## config.mk

```make
export PLATFORM = sky130hd
export DESIGN_NAME = trdb_packet_parser
export DESIGN_NICKNAME = d
export VERILOG_FILES = /design/src/rtl/trdb_packet_parser.sv
export SDC_FILE = /design/constraint.sdc
export NUM_CORES = 1
export LEC_CHECK = 0
export BUFFER_PORTS_ARGS = -buffer_cell sky130_fd_sc_hd__buf_4
export CELL_PAD_IN_SITES_DETAIL_PLACEMENT = 2
export CELL_PAD_IN_SITES_GLOBAL_PLACEMENT = 2
export CORE_MARGIN = 8
export CORE_UTILIZATION = 36
export DETAILED_ROUTE_END_ITERATION = 10
export PLACE_DENSITY_LB_ADDON = 0.1
export RECOVER_POWER = 100
export SYNTH_ARGS = -nofsm -noshare
export SYNTH_HDL_FRONTEND = slang
export SYNTH_SLANG_ARGS = --single-unit
```

## constraint.sdc

```tcl
create_clock -name clk_i -period 6.3 [get_ports clk_i]
set_input_delay 1.26 -clock clk_i [delete_from_list [all_inputs] [get_ports clk_i]]
set_output_delay 1.26 -clock clk_i [all_outputs]
set_load 0.01 [all_outputs]
```

## src/rtl/trdb_packet_parser.sv

```systemverilog
`default_nettype none
// trdb_packet_parser: reassembles length-prefixed trace packets from a byte stream and decodes one record.
// Build option TRDB_PARSER_DIFF_ADDR_EN: DIFF_DELTA addresses are relative to the last absolute address.
module trdb_packet_parser #(
  parameter int XLEN              = 32,
  parameter int PRIV_LEN          = 3,
  parameter int CAUSE_LEN         = 5,
  parameter int TVAL_LEN          = 32,
  parameter int IOPT_LEN          = 3,
  parameter int MAX_PAYLOAD_BYTES = 16
) (
  input  logic                 clk_i,
  input  logic                 rst_ni,
  input  logic                 in_valid_i,
  input  logic [7:0]           in_data_i,
  output logic                 in_ready_o,
  output logic                 pkt_valid_o,
  input  logic                 pkt_ready_i,
  output logic [1:0]           pkt_format_o,
  output logic [1:0]           pkt_subformat_o,
  output logic                 branch_o,
  output logic [PRIV_LEN-1:0]  priv_o,
  output logic [CAUSE_LEN-1:0] cause_o,
  output logic                 interrupt_o,
  output logic                 thaddr_o,
  output logic [TVAL_LEN-1:0]  tval_o,
  output logic [4:0]           branches_o,
  output logic [30:0]          branch_map_o,
  output logic                 notify_o,
  output logic                 updiscon_o,
  output logic                 ienable_o,
  output logic                 encoder_mode_o,
  output logic [1:0]           qual_status_o,
  output logic [IOPT_LEN-1:0]  ioptions_o,
  output logic [XLEN-1:0]      addr_o,
  output logic                 addr_present_o,
  output logic                 err_o
);

  localparam int PW         = MAX_PAYLOAD_BYTES * 8;
  localparam int START_BITS = 5 + PRIV_LEN + XLEN;
  localparam int TRAP_BITS  = 7 + PRIV_LEN + CAUSE_LEN + XLEN + TVAL_LEN;
  localparam int CTX_BITS   = 4 + PRIV_LEN;
  localparam int SUP_BITS   = 8 + IOPT_LEN;
  localparam int ADDR_BITS  = 4 + XLEN;
  localparam int DNA_BITS   = 38;
  localparam int DA_BITS    = 40 + XLEN;

  localparam logic [7:0] START_B = 8'((START_BITS + 7) / 8);
  localparam logic [7:0] TRAP_B  = 8'((TRAP_BITS + 7) / 8);
  localparam logic [7:0] CTX_B   = 8'((CTX_BITS + 7) / 8);
  localparam logic [7:0] SUP_B   = 8'((SUP_BITS + 7) / 8);
  localparam logic [7:0] ADDR_B  = 8'((ADDR_BITS + 7) / 8);
  localparam logic [7:0] DNA_B   = 8'((DNA_BITS + 7) / 8);
  localparam logic [7:0] DA_B    = 8'((DA_BITS + 7) / 8);
  localparam logic [7:0] MAX_B   = 8'(MAX_PAYLOAD_BYTES);

  localparam logic [2:0] S_IDLE    = 3'd0;
  localparam logic [2:0] S_COLLECT = 3'd1;
  localparam logic [2:0] S_DROP    = 3'd2;
  localparam logic [2:0] S_DECODE  = 3'd3;
  localparam logic [2:0] S_HOLD    = 3'd4;

  logic [2:0]    r_state, w_next;
  logic [7:0]    r_len, r_cnt;
  logic [PW-1:0] r_shift;
  logic          r_rdy_en, r_err;
  logic          w_acc, w_last, w_ready_st, w_valid_st, w_err;

  logic [7:0]    w_pad;
  logic [PW-1:0] w_al;
  logic          w_unused_pad;

  logic [1:0]           w_d_fmt, w_d_sf, w_d_qual;
  logic                 w_d_branch, w_d_intr, w_d_thaddr, w_d_notify, w_d_updiscon;
  logic                 w_d_ienable, w_d_emode, w_d_ap;
  logic [PRIV_LEN-1:0]  w_d_priv;
  logic [CAUSE_LEN-1:0] w_d_cause;
  logic [TVAL_LEN-1:0]  w_d_tval;
  logic [4:0]           w_d_branches;
  logic [30:0]          w_d_map;
  logic [IOPT_LEN-1:0]  w_d_iopt;
  logic [XLEN-1:0]      w_d_addr;
  logic [7:0]           w_need;
  logic                 w_fmt_ok, w_sync_ok, w_dec_ok;

  logic [1:0]           r_fmt, r_sf, r_qual;
  logic                 r_branch, r_intr, r_thaddr, r_notify, r_updiscon;
  logic                 r_ienable, r_emode, r_ap;
  logic [PRIV_LEN-1:0]  r_priv;
  logic [CAUSE_LEN-1:0] r_cause;
  logic [TVAL_LEN-1:0]  r_tval;
  logic [4:0]           r_branches;
  logic [30:0]          r_map;
  logic [IOPT_LEN-1:0]  r_iopt;
  logic [XLEN-1:0]      r_addr;
`ifdef TRDB_PARSER_DIFF_ADDR_EN
  logic [XLEN-1:0]      r_latest;
  logic                 r_latest_valid;
`endif

  assign w_acc  = in_valid_i & in_ready_o;
  assign w_last = (r_cnt == r_len - 8'd1);

  always_ff @(posedge clk_i or negedge rst_ni) begin
    if (!rst_ni) r_state <= S_IDLE;
    else         r_state <= w_next;
  end

  always_comb begin
    w_next = r_state;
    case (r_state)
      S_IDLE:    if (w_acc && in_data_i != 8'd0)
                   w_next = (in_data_i > MAX_B) ? S_DROP : S_COLLECT;
      S_COLLECT: if (w_acc && w_last) w_next = S_DECODE;
      S_DROP:    if (w_acc && w_last) w_next = S_IDLE;
      S_DECODE:  w_next = w_dec_ok ? S_HOLD : S_IDLE;
      S_HOLD:    if (pkt_ready_i) w_next = S_IDLE;
      default:   w_next = S_IDLE;
    endcase
  end

  always_comb begin
    w_ready_st = 1'b0;
    w_valid_st = 1'b0;
    w_err      = 1'b0;
    case (r_state)
      S_IDLE:    begin w_ready_st = 1'b1; w_err = w_acc && (in_data_i == 8'd0); end
      S_COLLECT: w_ready_st = 1'b1;
      S_DROP:    begin w_ready_st = 1'b1; w_err = w_acc && w_last; end
      S_DECODE:  w_err = ~w_dec_ok;
      S_HOLD:    w_valid_st = 1'b1;
      default:   ;
    endcase
  end

  // in_ready_o stays low until the first clock after reset release
  assign in_ready_o  = r_rdy_en & w_ready_st;
  assign pkt_valid_o = w_valid_st;
  assign err_o       = r_err;

  // Left-align the N collected bytes so every field sits at a fixed offset from the top
  assign w_pad        = MAX_B - r_len;
  assign w_al         = r_shift << {w_pad, 3'b000};
  assign w_unused_pad = ^w_al[PW-TRAP_BITS-1:0];

  always_comb begin
    w_d_fmt = w_al[PW-1 -: 2];
    w_d_sf = '0; w_d_qual = '0; w_d_branch = 1'b0; w_d_intr = 1'b0; w_d_thaddr = 1'b0;
    w_d_notify = 1'b0; w_d_updiscon = 1'b0; w_d_ienable = 1'b0; w_d_emode = 1'b0;
    w_d_ap = 1'b0; w_d_priv = '0; w_d_cause = '0; w_d_tval = '0; w_d_branches = '0;
    w_d_map = '0; w_d_iopt = '0; w_d_addr = '0;
    w_need = 8'd1; w_fmt_ok = 1'b1; w_sync_ok = 1'b1;
    case (w_d_fmt)
      2'd1: begin
        w_d_branches = w_al[PW-3 -: 5];
        w_d_map      = w_al[PW-8 -: 31];
        if (w_d_branches != 5'd31) begin
          w_need       = DA_B;
          w_d_ap       = 1'b1;
          w_d_notify   = w_al[PW-39-XLEN];
          w_d_updiscon = w_al[PW-40-XLEN];
`ifdef TRDB_PARSER_DIFF_ADDR_EN
          w_d_addr     = r_latest + w_al[PW-39 -: XLEN];
          w_sync_ok    = r_latest_valid;
`else
          w_d_addr     = w_al[PW-39 -: XLEN];
`endif
        end else begin
          w_need = DNA_B;
        end
      end
      2'd2: begin
        w_need       = ADDR_B;
        w_d_ap       = 1'b1;
        w_d_addr     = w_al[PW-3 -: XLEN];
        w_d_notify   = w_al[PW-3-XLEN];
        w_d_updiscon = w_al[PW-4-XLEN];
      end
      2'd3: begin
        w_d_sf = w_al[PW-3 -: 2];
        case (w_d_sf)
          2'd0: begin
            w_need     = START_B;
            w_d_ap     = 1'b1;
            w_d_branch = w_al[PW-5];
            w_d_priv   = w_al[PW-6 -: PRIV_LEN];
            w_d_addr   = w_al[PW-6-PRIV_LEN -: XLEN];
          end
          2'd1: begin
            w_need     = TRAP_B;
            w_d_ap     = 1'b1;
            w_d_branch = w_al[PW-5];
            w_d_priv   = w_al[PW-6 -: PRIV_LEN];
            w_d_cause  = w_al[PW-6-PRIV_LEN -: CAUSE_LEN];
            w_d_intr   = w_al[PW-6-PRIV_LEN-CAUSE_LEN];
            w_d_thaddr = w_al[PW-7-PRIV_LEN-CAUSE_LEN];
            w_d_addr   = w_al[PW-8-PRIV_LEN-CAUSE_LEN -: XLEN];
            w_d_tval   = w_al[PW-8-PRIV_LEN-CAUSE_LEN-XLEN -: TVAL_LEN];
          end
          2'd2: begin
            w_need   = CTX_B;
            w_d_priv = w_al[PW-5 -: PRIV_LEN];
          end
          default: begin
            w_need      = SUP_B;
            w_d_ienable = w_al[PW-5];
            w_d_emode   = w_al[PW-6];
            w_d_qual    = w_al[PW-7 -: 2];
            w_d_iopt    = w_al[PW-9 -: IOPT_LEN];
          end
        endcase
      end
      default: w_fmt_ok = 1'b0;
    endcase
    w_dec_ok = w_fmt_ok & w_sync_ok & (r_len >= w_need);
  end

  always_ff @(posedge clk_i or negedge rst_ni) begin
    if (!rst_ni) begin
      r_rdy_en <= 1'b0; r_err <= 1'b0; r_len <= '0; r_cnt <= '0; r_shift <= '0;
      r_fmt <= '0; r_sf <= '0; r_qual <= '0; r_branch <= 1'b0; r_intr <= 1'b0;
      r_thaddr <= 1'b0; r_notify <= 1'b0; r_updiscon <= 1'b0; r_ienable <= 1'b0;
      r_emode <= 1'b0; r_ap <= 1'b0; r_priv <= '0; r_cause <= '0; r_tval <= '0;
      r_branches <= '0; r_map <= '0; r_iopt <= '0; r_addr <= '0;
`ifdef TRDB_PARSER_DIFF_ADDR_EN
      r_latest <= '0; r_latest_valid <= 1'b0;
`endif
    end else begin
      r_rdy_en <= 1'b1;
      r_err    <= w_err;
      case (r_state)
        S_IDLE: if (w_acc) begin
          r_len <= in_data_i;
          r_cnt <= 8'd0;
        end
        S_COLLECT: if (w_acc) begin
          r_shift <= {r_shift[PW-9:0], in_data_i};
          r_cnt   <= r_cnt + 8'd1;
        end
        S_DROP: if (w_acc) r_cnt <= r_cnt + 8'd1;
        S_DECODE: if (w_dec_ok) begin
          r_fmt <= w_d_fmt; r_sf <= w_d_sf; r_qual <= w_d_qual; r_branch <= w_d_branch;
          r_intr <= w_d_intr; r_thaddr <= w_d_thaddr; r_notify <= w_d_notify;
          r_updiscon <= w_d_updiscon; r_ienable <= w_d_ienable; r_emode <= w_d_emode;
          r_ap <= w_d_ap; r_priv <= w_d_priv; r_cause <= w_d_cause; r_tval <= w_d_tval;
          r_branches <= w_d_branches; r_map <= w_d_map; r_iopt <= w_d_iopt;
          r_addr <= w_d_addr;
`ifdef TRDB_PARSER_DIFF_ADDR_EN
          if (w_d_ap) begin
            r_latest       <= w_d_addr;
            r_latest_valid <= 1'b1;
          end
`endif
        end
        default: ;
      endcase
    end
  end

  assign pkt_format_o    = r_fmt;
  assign pkt_subformat_o = r_sf;
  assign branch_o        = r_branch;
  assign priv_o          = r_priv;
  assign cause_o         = r_cause;
  assign interrupt_o     = r_intr;
  assign thaddr_o        = r_thaddr;
  assign tval_o          = r_tval;
  assign branches_o      = r_branches;
  assign branch_map_o    = r_map;
  assign notify_o        = r_notify;
  assign updiscon_o      = r_updiscon;
  assign ienable_o       = r_ienable;
  assign encoder_mode_o  = r_emode;
  assign qual_status_o   = r_qual;
  assign ioptions_o      = r_iopt;
  assign addr_o          = r_addr;
  assign addr_present_o  = r_ap;

endmodule
`default_nettype wire

```

==> qor.txt <==
crit share post-route: 0.9313
Max-Slew Margin vs Limit: -2.065
Worst Tran Pin Value: 4.597 ns
Worst Hold Depth: 2
final worst slack: 0.4330 ns
first-pass GRT wire length: 104.2 mm
Sw Pwr: 2.504 mW
initial antenna violation count: 1
failing checks: max-capacitance violations, max-slew violations
total negative slack: 0 ns
Reg2Reg Setup Slack: 0.43 ns
final hold violations: 0
IO buf count: 139
Post-Syn Area: 17150 sq um
synthesis-stage register bit count: 274
Worst VDD drop: 0.2073 mV
largest net degree at the start of global routing: 122
worst hold path type: reg -> reg
Fmax: 0.1704 GHz
fin crit period: 5.867 ns
FFs w/ async S/R, synth: 1.000
simple-gate share of the synthesized area: 0.1209
Final ANT Viol Nets: 0
RSZ-0062 raised after global routing: false
Layout fillers: 5060
hold buffer count at CTS: 0
Num CTS Buffers: 34
core area: 47350 sq um
pins over their slew limit: 222
crit-path max FO: 89
top post-synthesis cells by area: dfrtp_1 40%, mux2_2 12%, mux4_2 7.2%, nand2_1 5.3%, mux2i_1 4.7%
WS Path Type: reg -> reg
Post-DP Area: 18770 sq um
P_leak: 8.334 nW
Mapped Nets: 1681
# DRC: 0
final setup vio count: 0
Synth Instances: 1657
antenna cells: 0
Post-Syn Area per Cell: 10.35 sq um
post-DR wirelength/cell: 28.90 um
outcome: finished with violations
Clock Skew: 0.02780 ns
TritonRoute pass-1 iters: 5
sequential-to-total area share from yosys stat: 0.3997
vias in the first global route: 15420
P&R area growth vs syn: 13.11%
Primary FF master, synth: dfrtp_1
clk sinks: 274
area leader, netlist: dfrtp_1
Pwr Total: 6.228 mW
GP Congestion: 0.9043
GRT Residual Overflow: 0
Total Die Area: 54890 sq um
share of layout cells above drive strength 1: 0.2234
io pins: 140
Worst Path Arrival: 6.34 ns
Synth top area share: 0.3997
clock share of power: 0.326
Post-layout nets: 1768
Synth Area in Compound Gates: 0.1690
Combinational Power Share: 0.374
H-tree levels: 2
Clk Tree Root Cell: clkbuf_16
detailed placer's ending HPWL: 50.41 mm
Synth warnings: 0
starting utilization of the core area: 0.3623
Reg clk slew, reported paths: 0.06 ns
Worst-Skew Late Latency: 0.56 ns
number of synthesized flops with an enable pin: 0
element type at the critical path start: flip-flop
dpl ws: 0.3439 ns
worst endpoint required time: 6.77 ns
register area: 6860 sq um
Die Width: 234.3 um
P per Cell Area: 321.0 nW/um^2
Std-Cell Rows: 80
P_int: 3.724 mW
adder-cell area share of the yosys netlist: 0.008753
post-route cell area: 19400 sq um
DR iter-0 viols: 990
largest family of logic cells by synthesized area: multiplexers
routed wire length: 68.86 mm
R2R cell count: 17
Die H: 234.3 um
Crit. End Element: flip-flop
post-synthesis mux area share: 0.2454
multi-input logic area: 9553 sq um
Seq pwr share: 0.300
GRT Total Usage: 0.2501
switching share of power: 0.4020
CTS tree: built
# Max-Cap Violations: 2
xor/xnor share of the synthesized area: 0.008607
via/cell ratio: 6.097
clock buffer depth: 3
Distinct cells, synth: 91
DR vias: 14530
power by group through the flow:
stage	combinational, mW	sequential (mW)	clock (mW)
floorplan	1.57	1.85	0
global placement	2.27	1.90	0
detailed placement	2.30	1.90	0
CTS	2.31	1.87	2.09
global route	2.44	1.87	2.15
finish	2.33	1.87	2.03
flip-flops by register name, summed over array words and instances, names as in the netlist, 2 cells and up:
name,cells
r_shift,128
pkt_format_o,2
priv_o,3
pkt_subformat_o,2
r_len,8
ioptions_o,3
r_state,3
r_cnt,8
addr_o,32
cause_o,5
qual_status_o,2
branches_o,5
tval_o,32
branch_map_o,31
placed cells by master, fill, tap and decap left out, types with 6 or more instances in the layout:
master,netlist,routed
clkbuf_8,0,8
o21a_1,6,6
clkbuf_16,0,37
nand3_1,53,53
clkbuf_1,54,137
a22oi_1,8,8
o211ai_1,16,16
a31oi_1,8,7
mux4_2,55,55
and2_1,9,9
a21oi_1,110,110
nor2_1,65,65
inv_1,14,15
mux2i_1,80,80
nand2_1,240,241
nand2b_1,10,10
and3_1,10,10
ha_1,12,11
dfrtp_1,274,273
o21ai_0,86,94
o2bb2ai_1,9,9
buf_4,10,54
a211oi_1,9,9
nor3_1,13,11
a221oi_1,26,26
nor2b_1,6,6
xnor2_1,10,9
a22o_1,41,41
mux2_2,188,187
or3_1,11,10
a21o_1,6,6
a32oi_1,7,7
o31ai_1,16,15
worst max-delay path, stage by stage (launching register included):
cell and delay [ns]:
dfrtp_1 0.62, inv_1 0.17, ha_4 0.51, buf_12 0.43, mux4_2 0.37, inv_1 0.06
o211ai_1 0.50, and3_1 0.63, nand3_1 0.14, o21bai_1 0.16, nand2_1 0.07, ha_1 0.28
a21o_1 0.10, a21oi_1 0.11, nor3_2 0.32, nand3_1 0.25, nor3_2 0.69, a32o_1 0.28
stage by stage:
| stage | hold slack (ns) | utilization | instances |
|---|---|---|---|
| after CTS | 0.4744 | 0.4208 | 2383 |
| after floorplan | 0.4712 | - | 1657 |
| after global routing | 0.4946 | 0.4098 | 2383 |
| final | 0.4647 | 0.4098 | 2383 |
| after global placement | 0.4562 | 0.3964 | 2323 |
| after detailed placement | 0.4625 | 0.3964 | 2323 |
path summary, 6_finish.rpt:
check | from | endpoint
worst max-delay path | r_len[1] | tval_o[11]
worst min-delay path | branch_map_o[1] | branch_map_o[1]
worst max register to register | r_len[1] | tval_o[11]
worst min register to register | branch_map_o[1] | branch_map_o[1]
max in group asynchronous | rst_ni | r_shift[80]
min in group asynchronous | rst_ni | branch_map_o[29]
timing repair:
action,4_1_cts,5_1_grt
buffers inserted,0,0
resized for setup,0,1
setup endpoints to repair,0,5
hold endpoints to repair,0,0
area by class of cell:
class                   instances  share of cell area
multi-input cells            1229              0.4923
well taps                     615             0.03966
flip-flops and latches        274              0.3536
clock buffers                  53             0.05494
inverters                      15            0.002902
repair buffers                190             0.05191
clock inverters                 7            0.004707
logic make-up after synthesis:
| group | Yosys count |
|---|---|
| buf+inv | 154 |
| xor+xnor | 16 |
| compound gates | 424 |
| flops | 274 |
| other cells | 1 |
| mux | 325 |
| simple gates | 451 |
| fa+ha+maj | 12 |
layer usage:
layer | global-route usage | wire [um] | vias to the layer above
li1 | - | - | 6356
met4 | 0.08188 | 2109 | 0
met2 | 0.4010 | 32310 | 378
met1 | 0.3375 | 30480 | 7691
met3 | 0.04814 | 3954 | 103
met5 | 0 | 0 | -
synthesized netlist by cell type (7+ instances only):
cell         n
a211oi_1     9
a21oi_1    110
a221oi_1    26
a22o_1      41
a22oi_1      8
a31oi_1      8
a32oi_1      7
and2_1       9
and3_1      10
buf_1       15
buf_2       44
buf_4       10
buf_6       10
clkbuf_1    54
dfrtp_1    274
ha_1        12
inv_1       14
mux2_2     188
mux2i_1     80
mux4_2      55
nand2_1    240
nand2b_1    10
nand3_1     53
nor2_1      65
nor3_1      13
o211ai_1    16
o21ai_0     86
o21ai_1     13
o2bb2ai_1    9
o31ai_1     16
or3_1       11
xnor2_1     10
(Power assumes the default switching activity.)
